`src/rtl/imem_fetch_ctrl_if.sv`:
```
// Fetch-side bus: IMEM address/data plus the one-entry instruction buffer handshake to decode.
// master = fetch controller, slave = IMEM + decode side.
interface imem_fetch_ctrl_if #(
    parameter int unsigned ADDR_W = 8
);
    logic [ADDR_W-1:0] IMEM_PC;
    logic [31:0]       IMEM_instruction;
    logic              inst_valid;
    logic              inst_ready;
    logic [31:0]       inst_out;
    logic [ADDR_W-1:0] inst_pc;

    modport master (
        output IMEM_PC, inst_valid, inst_out, inst_pc,
        input  IMEM_instruction, inst_ready
    );

    modport slave (
        input  IMEM_PC, inst_valid, inst_out, inst_pc,
        output IMEM_instruction, inst_ready
    );
endinterface

```
`src/rtl/imem_fetch_ctrl.sv`:
```
// Instruction-fetch sequencer: PC, asynchronous-read IMEM addressing and a one-entry
// valid/ready output buffer, with start/halt/redirect and end-of-program handling.
module imem_fetch_ctrl #(
    parameter int unsigned ADDR_W       = 8,
    parameter int unsigned DEPTH        = 64,
    parameter int unsigned RESET_PC     = 0,
    parameter int unsigned STOP_ON_ZERO = 1
) (
    input  logic              clk,
    input  logic              rst_n,
    input  logic              start,
    input  logic              halt,
    input  logic              redirect_valid,
    input  logic [ADDR_W-1:0] redirect_pc,
    imem_fetch_ctrl_if.master bus,
    output logic [7:0]        inst_count,
    output logic              busy,
    output logic              done,
    output logic              err
);

    typedef enum logic [1:0] {
        S_IDLE,
        S_RUN,
        S_DRAIN,
        S_DONE
    } state_e;

    state_e            state_q, state_d;
    logic [ADDR_W-1:0] pc_q, pc_d;
    logic [ADDR_W-1:0] inst_pc_q, inst_pc_d;
    logic [31:0]       inst_out_q, inst_out_d;
    logic              inst_valid_q, inst_valid_d;
    logic [7:0]        count_q, count_d;
    logic              busy_q, busy_d;
    logic              done_q, done_d;
    logic              err_q, err_d;

    logic xfer;
    logic loadable;
    logic redirect_ok;
    logic at_last;
    logic zero_word;

    assign xfer        = inst_valid_q & bus.inst_ready;
    assign loadable    = ~inst_valid_q | bus.inst_ready;
    assign redirect_ok = 32'(redirect_pc) < DEPTH;
    assign at_last     = 32'(pc_q) == (DEPTH - 1);
    assign zero_word   = (STOP_ON_ZERO != 0) && (bus.IMEM_instruction == '0);

    always_comb begin
        state_d      = state_q;
        pc_d         = pc_q;
        inst_pc_d    = inst_pc_q;
        inst_out_d   = inst_out_q;
        inst_valid_d = inst_valid_q;
        count_d      = count_q;
        err_d        = err_q;

        // A completed handoff empties the buffer unless a load below refills it.
        if (xfer) begin
            inst_valid_d = 1'b0;
            if (count_q != '1) begin
                count_d = count_q + 8'd1;
            end
        end

        case (state_q)
            S_IDLE, S_DONE: begin
                if (start) begin
                    state_d = S_RUN;
                    pc_d    = ADDR_W'(RESET_PC);
                    count_d = '0;
                    err_d   = 1'b0;
                end
            end
            S_RUN: begin
                if (halt) begin
                    state_d = S_DRAIN;
                end else if (redirect_valid) begin
                    inst_valid_d = 1'b0;
                    if (redirect_ok) begin
                        pc_d = redirect_pc;
                    end else begin
                        err_d   = 1'b1;
                        state_d = S_DRAIN;
                    end
                end else if (loadable) begin
                    if (zero_word) begin
                        state_d = S_DRAIN;
                    end else begin
                        inst_out_d   = bus.IMEM_instruction;
                        inst_pc_d    = pc_q;
                        inst_valid_d = 1'b1;
                        // Last word: stop here rather than wrapping to 0.
                        if (at_last) begin
                            state_d = S_DRAIN;
                        end else begin
                            pc_d = pc_q + 1'b1;
                        end
                    end
                end
            end
            S_DRAIN: begin
                if (!inst_valid_q || xfer) begin
                    state_d = S_DONE;
                end
            end
            default: state_d = S_IDLE;
        endcase

        busy_d = (state_d == S_RUN) || (state_d == S_DRAIN);
        done_d = (state_d == S_DONE);
    end

    always_ff @(posedge clk or negedge rst_n) begin
        if (!rst_n) begin
            state_q      <= S_IDLE;
            pc_q         <= ADDR_W'(RESET_PC);
            inst_pc_q    <= '0;
            inst_out_q   <= '0;
            inst_valid_q <= 1'b0;
            count_q      <= '0;
            busy_q       <= 1'b0;
            done_q       <= 1'b0;
            err_q        <= 1'b0;
        end else begin
            state_q      <= state_d;
            pc_q         <= pc_d;
            inst_pc_q    <= inst_pc_d;
            inst_out_q   <= inst_out_d;
            inst_valid_q <= inst_valid_d;
            count_q      <= count_d;
            busy_q       <= busy_d;
            done_q       <= done_d;
            err_q        <= err_d;
        end
    end

    assign bus.IMEM_PC    = pc_q;
    assign bus.inst_valid = inst_valid_q;
    assign bus.inst_out   = inst_out_q;
    assign bus.inst_pc    = inst_pc_q;
    assign inst_count     = count_q;
    assign busy           = busy_q;
    assign done           = done_q;
    assign err            = err_q;

endmodule

```
`src/flat_wrapper.sv`:
```
// flat-port wrapper written by rule: the top's interface ports become plain ports
module imem_fetch_ctrl_flat 
#(
    parameter int unsigned ADDR_W       = 8,
    parameter int unsigned DEPTH        = 64,
    parameter int unsigned RESET_PC     = 0,
    parameter int unsigned STOP_ON_ZERO = 1
)
  (clk, rst_n, start, halt, redirect_valid, redirect_pc, inst_count, busy, done, err, bus_IMEM_PC, bus_inst_valid, bus_inst_out, bus_inst_pc, bus_IMEM_instruction, bus_inst_ready);
  imem_fetch_ctrl_if #(.ADDR_W(ADDR_W)) bus_i ();
  input  logic clk;
  input  logic rst_n;
  input  logic start;
  input  logic halt;
  input  logic redirect_valid;
  input  logic [ADDR_W-1:0] redirect_pc;
  output logic [7:0] inst_count;
  output logic busy;
  output logic done;
  output logic err;
  output wire logic [$bits(bus_i.IMEM_PC)-1:0] bus_IMEM_PC;
  output wire logic [$bits(bus_i.inst_valid)-1:0] bus_inst_valid;
  output wire logic [$bits(bus_i.inst_out)-1:0] bus_inst_out;
  output wire logic [$bits(bus_i.inst_pc)-1:0] bus_inst_pc;
  input wire logic [$bits(bus_i.IMEM_instruction)-1:0] bus_IMEM_instruction;
  input wire logic [$bits(bus_i.inst_ready)-1:0] bus_inst_ready;
  assign bus_IMEM_PC = bus_i.IMEM_PC;
  assign bus_inst_valid = bus_i.inst_valid;
  assign bus_inst_out = bus_i.inst_out;
  assign bus_inst_pc = bus_i.inst_pc;
  assign bus_i.IMEM_instruction = bus_IMEM_instruction;
  assign bus_i.inst_ready = bus_inst_ready;
  imem_fetch_ctrl #(.ADDR_W(ADDR_W), .DEPTH(DEPTH), .RESET_PC(RESET_PC), .STOP_ON_ZERO(STOP_ON_ZERO)) u_core (.clk(clk), .rst_n(rst_n), .start(start), .halt(halt), .redirect_valid(redirect_valid), .redirect_pc(redirect_pc), .bus(bus_i), .inst_count(inst_count), .busy(busy), .done(done), .err(err));
endmodule
```
`config.mk`:
```
export PLATFORM = sky130hd
export DESIGN_NAME = imem_fetch_ctrl_flat
export DESIGN_NICKNAME = d
export VERILOG_FILES = /design/src/rtl/imem_fetch_ctrl_if.sv /design/src/rtl/imem_fetch_ctrl.sv /design/src/flat_wrapper.sv
export SDC_FILE = /design/constraint.sdc
export NUM_CORES = 1
export LEC_CHECK = 0
export BUFFER_PORTS_ARGS = -buffer_cell sky130_fd_sc_hd__buf_2
export CORE_UTILIZATION = 37
export CTS_BUF_LIST = sky130_fd_sc_hd__clkbuf_2
export CTS_CLUSTER_SIZE = 24
export DETAILED_ROUTE_END_ITERATION = 6
export SYNTH_ARGS = -nofsm -noshare
export SYNTH_HDL_FRONTEND = slang
export SYNTH_SLANG_ARGS = --single-unit
```
`constraint.sdc`:
```
create_clock -name clk -period 2.18 [get_ports clk]
set_input_delay 0.436 -clock clk [delete_from_list [all_inputs] [get_ports clk]]
set_output_delay 0.436 -clock clk [all_outputs]
set_load 0.01 [all_outputs]
```
==> summary.txt <==
Global route
  – Vias in the first global route: 2377
  – Initial antenna violation count: 0
  – Gr ovfl total: 0
  – Total GRT Usage: 17.17%
  – Largest net degree at the start of global routing: 63
  – First-pass GRT wire length: 11460 µm

Power
  – Int Power: 3.343 mW
  – VDD IR max: 0.4217 mV
  – PnR Total Power: 5.168 mW
  – Combinational share of power: 48.6%
  – Sw power: 1.825 mW
  – PwrDens: 1269 mW/mm²
  – LEAKAGE: 2.159 nW
  – Clock share of power: 15.4%
  – Sw Ratio: 35.31%
  – Part of the power in registers: 36.0%

Run
  – Max-cap violation count: 0

Timing
  – TNS Setup: 0 ps
  – Clock Skew: 34.82 ps
  – Tmin final: 2061 ps
  – Hold Violations, Final: 0
  – Final Cycle Share: 94.56%
  – Final setup viols: 0
  – Unrepaired setup endpoints after global routing: no
  – Slew @ Worst Pin: 518.6 ps
  – Rel. slew slack: 65.27%
  – Fmax: 485.1 MHz
  – Slew Viols, Final: 0

Synth
  – Post-Syn Area per Cell: 12.63 µm²
  – Netlist Area Pre-Place: 0.003043 mm²
  – Synthesized instance count: 241
  – Number of flops mapped to enable cells by yosys: 0
  – Sequential share of the synthesized area: 50.99%
  – Syn Nets: 293
  – Synth area leader: dfrtp_1
  – Register bit count reported by yosys: 62
  – Post-synth ARST share: 100.0%
  – Synth top area share: 50.99%
  – Synth cell types: 44
  – Post-synth top flop: dfrtp_1
  – Syn. warnings: 0
  – Synth top area cells: dfrtp_1 51%, mux2_4 18%, ha_1 2.5%, nand4_1 2.3%, nand3_1 2.1%

Setup path
  – Kind of critical path: reg2reg
  – Worst setup EP type: register
  – CP Data Required Time: 2540 ps
  – Max stage delay on crit path: 400 ps
  – CP max-delay cell: dfrtp_1
  – Crit path DAT: 2420 ps
  – Worst setup SP type: register
  – Critical Path, Cell by Cell: ha_2 > nand3_1 > or2_1 > nor3_2 > nor2_1 > o31ai_2 > o31a_1 > ha_1
  – Crit Path Max Fanout: 3
  – Flop-to-flop setup slack: 120 ps

Floorplan
  – Io pins: 106
  – Number of cell rows: 32
  – Floorplan core area: 0.007848 mm²
  – Starting Density: 38.78%
  – Die Ht: 92.69 µm
  – Full die area: 0.008591 mm²
  – Die width: 92.69 µm

Clock tree
  – Worst-Skew Late Latency: 490 ps
  – Clock-pin slew on the worst setup and hold paths: 200 ps
  – CTS buffer count: 9
  – Clock Path Buffers: 2
  – H-Tree Depth: 3
  – Clock root buffer: clkbuf_2
  – CTS tree: built
  – # clock sinks: 62

Placed design
  – Buffers on Ports: 105
  – GP Congestion: 0.7936
  – Hpwl dp: 5133 µm

Route
  – Vias: 2407
  – ANT nets after route: 0
  – DRC viols: 0
  – Drt total wl: 6966 µm
  – WL/cell: 14.13 µm
  – DRT iter0 DRCs: 87
  – Drt pass-1 iters: 4
  – Via-to-Cell Ratio: 4.882

Finish
  – Ant diodes: 0
  – Nets: 438
  – Ratio of cells with drive above 1 in the final layout: 52.43%
  – Layout area overhead: 33.88%

Hold path
  – Hold Path Class: in2reg

Run status
  – Status: complete, no violations
[power groups by stage]
stage / clock [mW] / combinational (mW) / sequential [mW]
after floorplan: 0 / 1.26 / 2.12
after global placement: 0 / 2.38 / 1.87
after detailed placement: 0 / 2.40 / 1.89
after CTS: 0.830 / 2.42 / 1.86
after global routing: 0.887 / 2.75 / 1.93
final: 0.797 / 2.51 / 1.86
[layout by cell type, fill, tap and decap left out, types with 3 or more instances in the layout]
master / count
buf_4: 34
buf_2: 105
a31oi_1: 3
nand3_1: 13
ha_1: 5
nor4_1: 8
mux2i_1: 4
nand2_1: 14
nand4_1: 11
buf_12: 3
mux2_2: 3
inv_1: 5
nand2b_1: 4
dfrtp_1: 62
xor2_1: 4
nor2_1: 14
nor3_1: 8
mux2_4: 36
o21ai_0: 8
clkbuf_2: 9
[synthesized netlist by cell type, types with 2 or more instances]
| cell | n |
|---|---|
| dfrtp_1 | 62 |
| mux2_4 | 36 |
| nand2_1 | 14 |
| nor2_1 | 14 |
| nand3_1 | 13 |
| nand4_1 | 11 |
| nor3_1 | 9 |
| o21ai_0 | 9 |
| nor4_1 | 8 |
| ha_1 | 6 |
| inv_1 | 5 |
| mux2i_1 | 4 |
| nand2b_1 | 4 |
| xor2_1 | 4 |
| a31oi_1 | 3 |
| buf_12 | 3 |
| mux2_2 | 3 |
| nor2b_1 | 3 |
| a32o_1 | 2 |
| and2_1 | 2 |
| buf_6 | 2 |
| clkbuf_1 | 2 |
[path summary, 6_finish.rpt]
check                                                        from                                   to  cells past startpoint
worst min register to register  u_core.bus.inst_pc[0]$_DFFE_PN0P_    u_core.bus.inst_pc[0]$_DFFE_PN0P_                      2
worst max register to register  u_core.bus.IMEM_PC[0]$_DFFE_PN0P_                u_core.busy$_DFF_PN0_                      8
worst min-delay path                     bus_IMEM_instruction[17]  u_core.bus.inst_out[17]$_DFFE_PN0P_                      2
min in group asynchronous                                   rst_n  u_core.bus.inst_out[16]$_DFFE_PN0P_                      3
worst max-delay path            u_core.bus.IMEM_PC[0]$_DFFE_PN0P_                u_core.busy$_DFF_PN0_                      8
max in group asynchronous                                   rst_n          u_core.state_q[1]$_DFF_PN0_                      3
[timing repair]
action | in CTS | in global routing
endpoints found under the hold margin | 62 | 0
buffers inserted | 0 | 4
hold buffers | 1 | 0
setup endpoints to repair | 0 | 10
resized for setup | 0 | 6
[registers in the layout, indices dropped and copies added (netlist names)]
signal / count
u_core.bus.inst_out: 32
u_core.bus.IMEM_PC: 8
u_core.err: 1
u_core.busy: 1
u_core.bus.inst_pc: 8
u_core.done: 1
u_core.inst_count: 8
u_core.state_q: 2
u_core.bus.inst_valid: 1
[final cells by class]
cell class              count  area, µm²
clock inverters             7      88.84
flip-flops and latches     62       1551
fillers                   742       3774
repair buffers            143      850.8
multi-input cells         165       1391
clock buffers               9      45.04
inverters                   5      18.77
well taps                 102      127.6
[per-layer routing]
layer  routed length [µm]  track usage [%]  vias to the layer above
li1                     -                -                     1179
met1                 3219            22.84                     1151
met2                 3310            27.04                       66
met3                  330            3.695                       11
met4                  106            7.308                        0
met5                    0                0                        -
[cell families (layout without fill, tap and decap cells)]
| kind of cell | Yosys count | after routing | synth area share [%] |
|---|---|---|---|
| and+or+nand+nor | 85 | 85 | 14.60 |
| DFF | 62 | 62 | 50.99 |
| muxes | 43 | 43 | 20.19 |
| AOI/OAI and AO/OA | 26 | 26 | 6.374 |
| buffers and inverters | 14 | 164 | 3.948 |
| adders and majority gates | 6 | 6 | 2.467 |
| xor gates and xnor gates | 5 | 5 | 1.439 |
[per-stage QoR]
| stage | cells | util, % | hold WS, ps | setup WS (ps) | area, µm² |
|---|---|---|---|---|---|
| 2_1_floorplan | 241 | - | 140.4 | 163.6 | 3043 |
| 3_3_place_gp | 472 | 49.44 | 469.6 | -266.6 | 3880 |
| 6_report | 493 | 51.91 | 172.3 | 118.6 | 4074 |
| 5_1_grt | 493 | 51.91 | 105.4 | 0.7616 | 4074 |
| 3_5_place_dp | 472 | 49.44 | 470.8 | -267.3 | 3880 |
| 4_1_cts | 489 | 51.28 | 139.5 | 24.56 | 4024 |
[critical path: cells and delay by family (launching register included)]
kind,cells,cell delay (ps)
simple gates,4,560
compound gates,2,540
fa+ha+maj,2,440
flops,1,400
Note: power is estimated with default switching activity, not from simulation.
